===== src/rtl/branch_resolve_unit_pkg.sv =====
// Shared constants for the decode-stage branch resolver: compare-op codes,
// MIPS opcode / REGIMM rt encodings, BHT reset value and counter helpers.
package branch_resolve_unit_pkg;

  // Compare-op codes presented on CMP_Op
  localparam logic [2:0] CMP_OP_EQ   = 3'b000;
  localparam logic [2:0] CMP_OP_GTZ  = 3'b001;
  localparam logic [2:0] CMP_OP_LEZ  = 3'b010;
  localparam logic [2:0] CMP_OP_NE   = 3'b011;
  localparam logic [2:0] CMP_OP_GEZ  = 3'b100;
  localparam logic [2:0] CMP_OP_LTZ  = 3'b101;
  localparam logic [2:0] CMP_OP_NONE = 3'b111;

  // Primary opcodes (Instr[31:26])
  localparam logic [5:0] OPC_REGIMM = 6'b000001;
  localparam logic [5:0] OPC_BEQ    = 6'b000100;
  localparam logic [5:0] OPC_BNE    = 6'b000101;
  localparam logic [5:0] OPC_BLEZ   = 6'b000110;
  localparam logic [5:0] OPC_BGTZ   = 6'b000111;

  // REGIMM sub-codes carried in the rt field (Instr[20:16])
  localparam logic [4:0] RT_BLTZ   = 5'b00000;
  localparam logic [4:0] RT_BGEZ   = 5'b00001;
  localparam logic [4:0] RT_BLTZAL = 5'b10000;
  localparam logic [4:0] RT_BGEZAL = 5'b10001;

  // Every BHT entry starts weakly not-taken
  localparam logic [1:0] BHT_INIT = 2'b01;

  // Saturating 2-bit counter step: up on taken (stops at 11), down otherwise (stops at 00)
  function automatic logic [1:0] bht_step(input logic [1:0] ctr, input logic taken);
    logic [1:0] nxt;
    if (taken) begin
      nxt = (ctr == 2'b11) ? 2'b11 : ctr + 2'b01;
    end else begin
      nxt = (ctr == 2'b00) ? 2'b00 : ctr - 2'b01;
    end
    return nxt;
  endfunction

endpackage


===== src/rtl/branch_resolve_unit_bht.sv =====
// Branch history table: DEPTH x 2-bit saturating counters with a
// combinational read port and a single synchronous update port.
module bht_counter_array
  import branch_resolve_unit_pkg::*;
#(
  parameter int DEPTH = 16,
  parameter int IDX_W = $clog2(DEPTH)
) (
  input  logic             clk,
  input  logic             reset,
  input  logic [IDX_W-1:0] rd_idx_i,
  output logic [1:0]       rd_ctr_o,
  input  logic             upd_en_i,
  input  logic [IDX_W-1:0] upd_idx_i,
  input  logic             upd_taken_i
);

  logic [1:0] ctr_q [DEPTH];
  logic [1:0] upd_ctr_d;

  // Read is taken straight from the array, so a same-cycle update is not visible yet
  assign rd_ctr_o = ctr_q[rd_idx_i];

  // New value for the entry being trained
  always_comb begin
    upd_ctr_d = bht_step(ctr_q[upd_idx_i], upd_taken_i);
  end

  // Counter storage: async reset to weakly not-taken, write only the trained entry
  always_ff @(posedge clk or posedge reset) begin
    if (reset) begin
      for (int i = 0; i < DEPTH; i++) begin
        ctr_q[i] <= BHT_INIT;
      end
    end else if (upd_en_i) begin
      ctr_q[upd_idx_i] <= upd_ctr_d;
    end
  end

endmodule


===== src/rtl/branch_resolve_unit.sv =====
// Decode-stage branch resolver: decodes the branch opcode, compares the
// forwarded operands, builds target/link addresses, predicts from the BHT
// and registers one resolved outcome per cycle for the fetch/PC logic.
module branch_resolve_unit
  import branch_resolve_unit_pkg::*;
#(
  parameter int DATA_W    = 32,
  parameter int ADDR_W    = 32,
  parameter int BHT_DEPTH = 16
) (
  input  logic              clk,
  input  logic              reset,
  input  logic [31:0]       Instr_D,
  input  logic [ADDR_W-1:0] PC_D,
  input  logic [DATA_W-1:0] RS_D,
  input  logic [DATA_W-1:0] RT_D,
  input  logic              Valid_D,
  input  logic              Stall_D,
  input  logic              Flush,
  output logic [2:0]        CMP_Op,
  output logic              Pred_Taken,
  output logic              Br_Valid,
  output logic              Br_Taken,
  output logic [ADDR_W-1:0] Br_Target,
  output logic              Br_Link,
  output logic [ADDR_W-1:0] Link_Addr,
  output logic              Mispredict
);

  localparam int IDX_W = $clog2(BHT_DEPTH);
  localparam logic [ADDR_W-1:0] PC_PLUS4 = {{(ADDR_W-3){1'b0}}, 3'b100};
  localparam logic [ADDR_W-1:0] PC_PLUS8 = {{(ADDR_W-4){1'b0}}, 4'b1000};

  logic [5:0]        opc_s;
  logic [4:0]        rt_fld_s;
  logic [2:0]        cmp_op_s;
  logic              link_s;
  logic              taken_s;
  logic              rs_neg_s;
  logic              rs_zero_s;
  logic [ADDR_W-1:0] imm_ext_s;
  logic [ADDR_W-1:0] target_s;
  logic [ADDR_W-1:0] link_addr_s;
  logic [IDX_W-1:0]  bht_idx_s;
  logic [1:0]        bht_ctr_s;
  logic              pred_s;
  logic              br_valid_next_s;
  logic              bht_upd_s;
  logic              unused_rs_fld_s;

  logic              br_valid_q,  br_valid_d;
  logic              br_taken_q,  br_taken_d;
  logic [ADDR_W-1:0] br_target_q, br_target_d;
  logic              br_link_q,   br_link_d;
  logic [ADDR_W-1:0] link_addr_q, link_addr_d;
  logic              mispred_q,   mispred_d;

  assign opc_s           = Instr_D[31:26];
  assign rt_fld_s        = Instr_D[20:16];
  assign unused_rs_fld_s = ^Instr_D[25:21];

  // Opcode decode to compare op; anything unrecognised is a defined no-branch
  always_comb begin
    cmp_op_s = CMP_OP_NONE;
    link_s   = 1'b0;
    case (opc_s)
      OPC_BEQ:  cmp_op_s = CMP_OP_EQ;
      OPC_BGTZ: cmp_op_s = CMP_OP_GTZ;
      OPC_BLEZ: cmp_op_s = CMP_OP_LEZ;
      OPC_BNE:  cmp_op_s = CMP_OP_NE;
      OPC_REGIMM: begin
        case (rt_fld_s)
          RT_BGEZ:   cmp_op_s = CMP_OP_GEZ;
          RT_BGEZAL: begin
            cmp_op_s = CMP_OP_GEZ;
            link_s   = 1'b1;
          end
          RT_BLTZ:   cmp_op_s = CMP_OP_LTZ;
          RT_BLTZAL: begin
            cmp_op_s = CMP_OP_LTZ;
            link_s   = 1'b1;
          end
          default:   cmp_op_s = CMP_OP_NONE;
        endcase
      end
      default: cmp_op_s = CMP_OP_NONE;
    endcase
  end

  assign CMP_Op    = cmp_op_s;
  assign rs_neg_s  = RS_D[DATA_W-1];
  assign rs_zero_s = (RS_D == {DATA_W{1'b0}});

  // Signed outcome: eq/ne compare RS with RT, the rest test RS against zero via sign/zero flags
  always_comb begin
    taken_s = 1'b0;
    case (cmp_op_s)
      CMP_OP_EQ:  taken_s = (RS_D == RT_D);
      CMP_OP_NE:  taken_s = (RS_D != RT_D);
      CMP_OP_GTZ: taken_s = !rs_neg_s && !rs_zero_s;
      CMP_OP_LEZ: taken_s = rs_neg_s || rs_zero_s;
      CMP_OP_GEZ: taken_s = !rs_neg_s;
      CMP_OP_LTZ: taken_s = rs_neg_s;
      default:    taken_s = 1'b0;
    endcase
  end

  // Target and link addresses; sign-extend before the shift so negative offsets wrap correctly
  assign imm_ext_s   = {{(ADDR_W-16){Instr_D[15]}}, Instr_D[15:0]};
  assign target_s    = PC_D + PC_PLUS4 + (imm_ext_s << 2);
  assign link_addr_s = PC_D + PC_PLUS8;

  // Prediction: only real branches consult the table
  assign bht_idx_s       = PC_D[2 +: IDX_W];
  assign pred_s          = (cmp_op_s != CMP_OP_NONE) && bht_ctr_s[1];
  assign Pred_Taken      = pred_s;
  assign br_valid_next_s = Valid_D && (cmp_op_s != CMP_OP_NONE) && !Flush;
  assign bht_upd_s       = !Stall_D && br_valid_next_s;

  bht_counter_array #(
    .DEPTH (BHT_DEPTH),
    .IDX_W (IDX_W)
  ) u_bht (
    .clk         (clk),
    .reset       (reset),
    .rd_idx_i    (bht_idx_s),
    .rd_ctr_o    (bht_ctr_s),
    .upd_en_i    (bht_upd_s),
    .upd_idx_i   (bht_idx_s),
    .upd_taken_i (taken_s)
  );

  // Resolve register next state: load when not stalled, flush kills even under stall, else hold
  always_comb begin
    br_valid_d  = br_valid_q;
    br_taken_d  = br_taken_q;
    br_target_d = br_target_q;
    br_link_d   = br_link_q;
    link_addr_d = link_addr_q;
    mispred_d   = mispred_q;
    if (!Stall_D) begin
      br_valid_d  = br_valid_next_s;
      br_taken_d  = taken_s;
      br_target_d = target_s;
      br_link_d   = link_s;
      link_addr_d = link_addr_s;
      mispred_d   = br_valid_next_s && (taken_s != pred_s);
    end else if (Flush) begin
      br_valid_d = 1'b0;
      mispred_d  = 1'b0;
    end else begin
      br_valid_d = br_valid_q;
      mispred_d  = mispred_q;
    end
  end

  // Resolve register storage with async reset
  always_ff @(posedge clk or posedge reset) begin
    if (reset) begin
      br_valid_q  <= 1'b0;
      br_taken_q  <= 1'b0;
      br_target_q <= {ADDR_W{1'b0}};
      br_link_q   <= 1'b0;
      link_addr_q <= {ADDR_W{1'b0}};
      mispred_q   <= 1'b0;
    end else begin
      br_valid_q  <= br_valid_d;
      br_taken_q  <= br_taken_d;
      br_target_q <= br_target_d;
      br_link_q   <= br_link_d;
      link_addr_q <= link_addr_d;
      mispred_q   <= mispred_d;
    end
  end

  assign Br_Valid   = br_valid_q;
  assign Br_Taken   = br_taken_q;
  assign Br_Target  = br_target_q;
  assign Br_Link    = br_link_q;
  assign Link_Addr  = link_addr_q;
  assign Mispredict = mispred_q;

endmodule


===== config.mk =====
export PLATFORM = sky130hd
export DESIGN_NAME = branch_resolve_unit
export DESIGN_NICKNAME = d
export VERILOG_FILES = /design/src/rtl/branch_resolve_unit_pkg.sv /design/src/rtl/branch_resolve_unit_bht.sv /design/src/rtl/branch_resolve_unit.sv
export SDC_FILE = /design/constraint.sdc
export NUM_CORES = 1
export LEC_CHECK = 0
export BUFFER_PORTS_ARGS = -buffer_cell sky130_fd_sc_hd__buf_4
export CAP_MARGIN = 20
export CORE_ASPECT_RATIO = 1.75
export CORE_MARGIN = 2
export CORE_UTILIZATION = 57
export CTS_BUF_LIST = sky130_fd_sc_hd__clkbuf_4 sky130_fd_sc_hd__clkbuf_8 sky130_fd_sc_hd__clkbuf_16
export DETAILED_ROUTE_END_ITERATION = 16
export HOLD_SLACK_MARGIN = 0.12
export PLACE_DENSITY = 0.87
export SLEW_MARGIN = 20
export SYNTH_ARGS = -nofsm -noshare
export SYNTH_HDL_FRONTEND = slang
export SYNTH_SLANG_ARGS = --single-unit

===== constraint.sdc =====
create_clock -name clk -period 8.9 [get_ports clk]
set_input_delay 1.78 -clock clk [delete_from_list [all_inputs] [get_ports clk]]
set_output_delay 1.78 -clock clk [all_outputs]
set_load 0.03 [all_outputs]

==> flow_metrics.tcl <==
set metrics [dict create \
    antenna_found_initial 0 \
    period_needed_ns 5.20 \
    crit_chain "buf_4, mux4_2, mux4_2, o211a_1, buf_4" \
    ctsHoldBuffers 0 \
    post_cts_resized 0 \
    top_layer "met4" \
    crit_path_start_kind "input pin" \
    syn_avg_cell_area_um2 9.66 \
    min_path_cells 2 \
    boundaryPins 205 \
    grt_pass1_vias 6502 \
    core_um2 11500 \
    syn_nets 889 \
    wl_um 19300 \
    clockPowerShare 0.303 \
    p_seq_frac 0.362 \
    overflow 0 \
    ys.warnings.count 0 \
    critical_path_required_ns 7.12 \
    post-route-period-util 0.584 \
    clk_latency_ns 0.35 \
    critPathKind "input pin to output port" \
    cap_viol_max_count 0 \
    ys_types 54 \
    diodes 0 \
    drt_drc_violations_left 0 \
    tns_ns 0 \
    cts.sinks 98 \
    final-hold-violation-count 0 \
    fin_util 0.749 \
    initial_core_util 0.585 \
    synthTopCellsByArea "dfrtp_1 (30%), ha_1 (11%), xor2_1 (7.5%), mux2_2 (6.5%), dfstp_2 (6.2%)" \
    fp.dieH_um 148 \
    combPwrFrac 0.336 \
    ant_nets 0 \
    cts_tree "built" \
    post-cts-setup-buffer-count 0 \
    wire_per_inst_um 18.9 \
    multiInputGateArea_um2 4090 \
    grt_pass1_wl_um 31100 \
    cp_max_fo 11 \
    rsz0062_at_grt "no" \
    numCtsBuffers 9 \
    port_buffers 199 \
    reg2reg_setup_slack_ns 6.55 \
    nNetsFinal 1074 \
    worstSetupEndpointType "output port" \
    rr_worst_depth 4 \
    r2r-start "u_bht.ctr_q[1]$_DFFE_PP0P_" \
    worstPathArrival_ns 3.42 \
    num-fill-cells 792 \
    yosysSeqAreaShare 0.367 \
    synth_top_area_frac 0.305 \
    cts-root-buf "clkbuf_16" \
    grt_start_max_net_pins 94 \
    slowest_delay_ns 0.57 \
    rows 52 \
    drive_above_1_share 0.326 \
    die_w_um 86.2 \
    hp-start "Link_Addr[23]$_DFFE_PP0N_" \
    p_per_area_nw_per_um2 167 \
    htree_levels 3 \
    routed_via_density 6.09 \
    clock_skew_ns 0.00392 \
    hpwl_um 14800 \
    area_delta_synth_final_pct 28.1 \
    dr.pass1.iters 5 \
    irDropWorstVdd_mv 0.110 \
    p_leak_nw 4.10 \
    syn_area_um2 6730 \
    worstMarginPinSlew_ns 0.803 \
    swShare 0.342 \
    grtUsageTotal 0.307 \
    postSynth.asyncResetShare 1.00 \
    yosysTopAreaCell "dfrtp_1" \
    min-delay-path-class "flop to flop" \
    slowest_stage "mux4_2" \
    p_switching_mw 0.493 \
    slew_headroom 0.465 \
    clk_path_buf_depth 2 \
    whs_endpoint "Link_Addr[23]$_DFFE_PP0N_" \
    place_congestion 1.03 \
    drt_iter0_drc 298 \
    path_clk_slew_ns 0.07 \
    synth_flop_cell "dfrtp_1" \
    clock.fmax_ghz 0.192 \
    die-area_um2 12700 \
    syn_inst 697 \
    met3_length_um 1200 \
    drv_slew 0 \
    r2r_end "u_bht.ctr_q[27]$_DFFE_PP0P_" \
    finalSetupViolations 0 \
    status "finished clean" \
    wl_met2_um 10400 \
    met1_length_um 6880 \
    num_vias 6221 \
    synth-edff-count 0 \
    seq_area_um2 2470 \
    p_int_mw 0.947 \
    synth-seq-cells 98 \
    place_area_um2 8290 \
    fin_area_um2 8630 \
]
==> critical path: cells and delay by family <==
family	cells	cell delay, ns
buffers and inverters	2	0.37
multiplexers	2	1.12
AO/OA/AOI/OAI	1	0.14
==> kinds of logic after synthesis <==
family	synth area share
buffers and inverters	0.0258
muxes	0.100
DFF	0.367
AOI/OAI and AO/OA	0.122
adders and majority gates	0.114
xor gates and xnor gates	0.112
and+or+nand+nor	0.159
==> registers in the layout, indices dropped and copies added (netlist names) <==
register,flops
Br_Target,32
u_bht.ctr_q,32
Br_Link,1
Link_Addr,30
Mispredict,1
Br_Valid,1
Br_Taken,1
==> synthesized netlist by cell type, drive strengths merged, types with 2 or more instances <==
master  number
inv         14
mux2        39
buf          8
a211oi       5
o21ai       75
dfrtp       82
a221o        2
nor3b        3
o21bai       3
maj3         2
nor4        18
mux4        10
dfstp       16
nand4       13
xor2        58
a31oi        2
and3        12
clkbuf      19
a21o        12
and2         4
nor3        13
a21oi       24
o211ai       2
nor2        24
nand3       19
xnor2       28
o31ai        4
nand2b       2
ha          58
a221oi       2
o21a         3
nand2       95
or4          2
nor2b       10
nor4bb       2
==> cell usage in the layout, fill, tap and decap left out, types with 3 or more instances in the layout <==
| cell type | n |
|---|---|
| o31ai_1 | 4 |
| xnor2_1 | 28 |
| a211oi_1 | 5 |
| nor3b_1 | 3 |
| and2_1 | 3 |
| o21ai_0 | 74 |
| mux4_2 | 10 |
| xor2_1 | 58 |
| o21bai_1 | 3 |
| clkbuf_16 | 9 |
| a21o_1 | 12 |
| inv_6 | 3 |
| nand4_1 | 13 |
| mux2_2 | 39 |
| nor3_1 | 12 |
| dfrtp_1 | 82 |
| ha_1 | 58 |
| inv_1 | 12 |
| dfstp_2 | 16 |
| nor2_1 | 24 |
| nand3_1 | 19 |
| buf_4 | 201 |
| a21oi_1 | 24 |
| o21a_1 | 3 |
| nor4_1 | 18 |
| and3_1 | 12 |
| nand2_1 | 95 |
| nor2b_1 | 10 |
==> power groups by stage <==
stage,clock network (mW),logic (mW),registers (mW)
6_report,0.436,0.483,0.521
4_1_cts,0.441,0.483,0.521
3_5_place_dp,0,0.477,0.528
2_1_floorplan,0,0.194,0.619
5_1_grt,0.461,0.521,0.526
3_3_place_gp,0,0.461,0.526
==> worst max-delay path by stage <==
stage / from / to / slack, ns
floorplan: PC_D[2] / Pred_Taken / 3.96
global placement: PC_D[2] / Pred_Taken / 3.73
detailed placement: PC_D[2] / Pred_Taken / 3.71
CTS: PC_D[2] / Pred_Taken / 3.69
global route: PC_D[2] / Pred_Taken / 3.67
finish: PC_D[2] / Pred_Taken / 3.70
==> cell type report <==
| type | count | share of cell area |
|---|---|---|
| clock buffer | 10 | 0.0277 |
| clock inverter | 6 | 0.0110 |
| inverter | 14 | 0.00638 |
| multi-input combinational | 558 | 0.474 |
| sequential | 98 | 0.287 |
| tap | 135 | 0.0196 |
| timing repair buffer | 201 | 0.175 |
==> through the flow <==
stage	instances	hold slack [ns]	total power [mW]	setup slack [ns]
global placement	1006	0.467	0.987	3.73
floorplan	697	0.474	0.813	3.96
detailed placement	1006	0.475	1.01	3.71
finish	1022	0.489	1.44	3.70
CTS	1022	0.491	1.44	3.69
global route	1022	0.524	1.51	3.67
==> per-layer routing <==
metal / GRT usage / up-vias
met3: 0.0570 / 77
met1: 0.350 / 2995
met4: 0.160 / 0
met2: 0.536 / 270
met5: 0 / -
li1: - / 2879
Power figures use the tool's default switching activity.
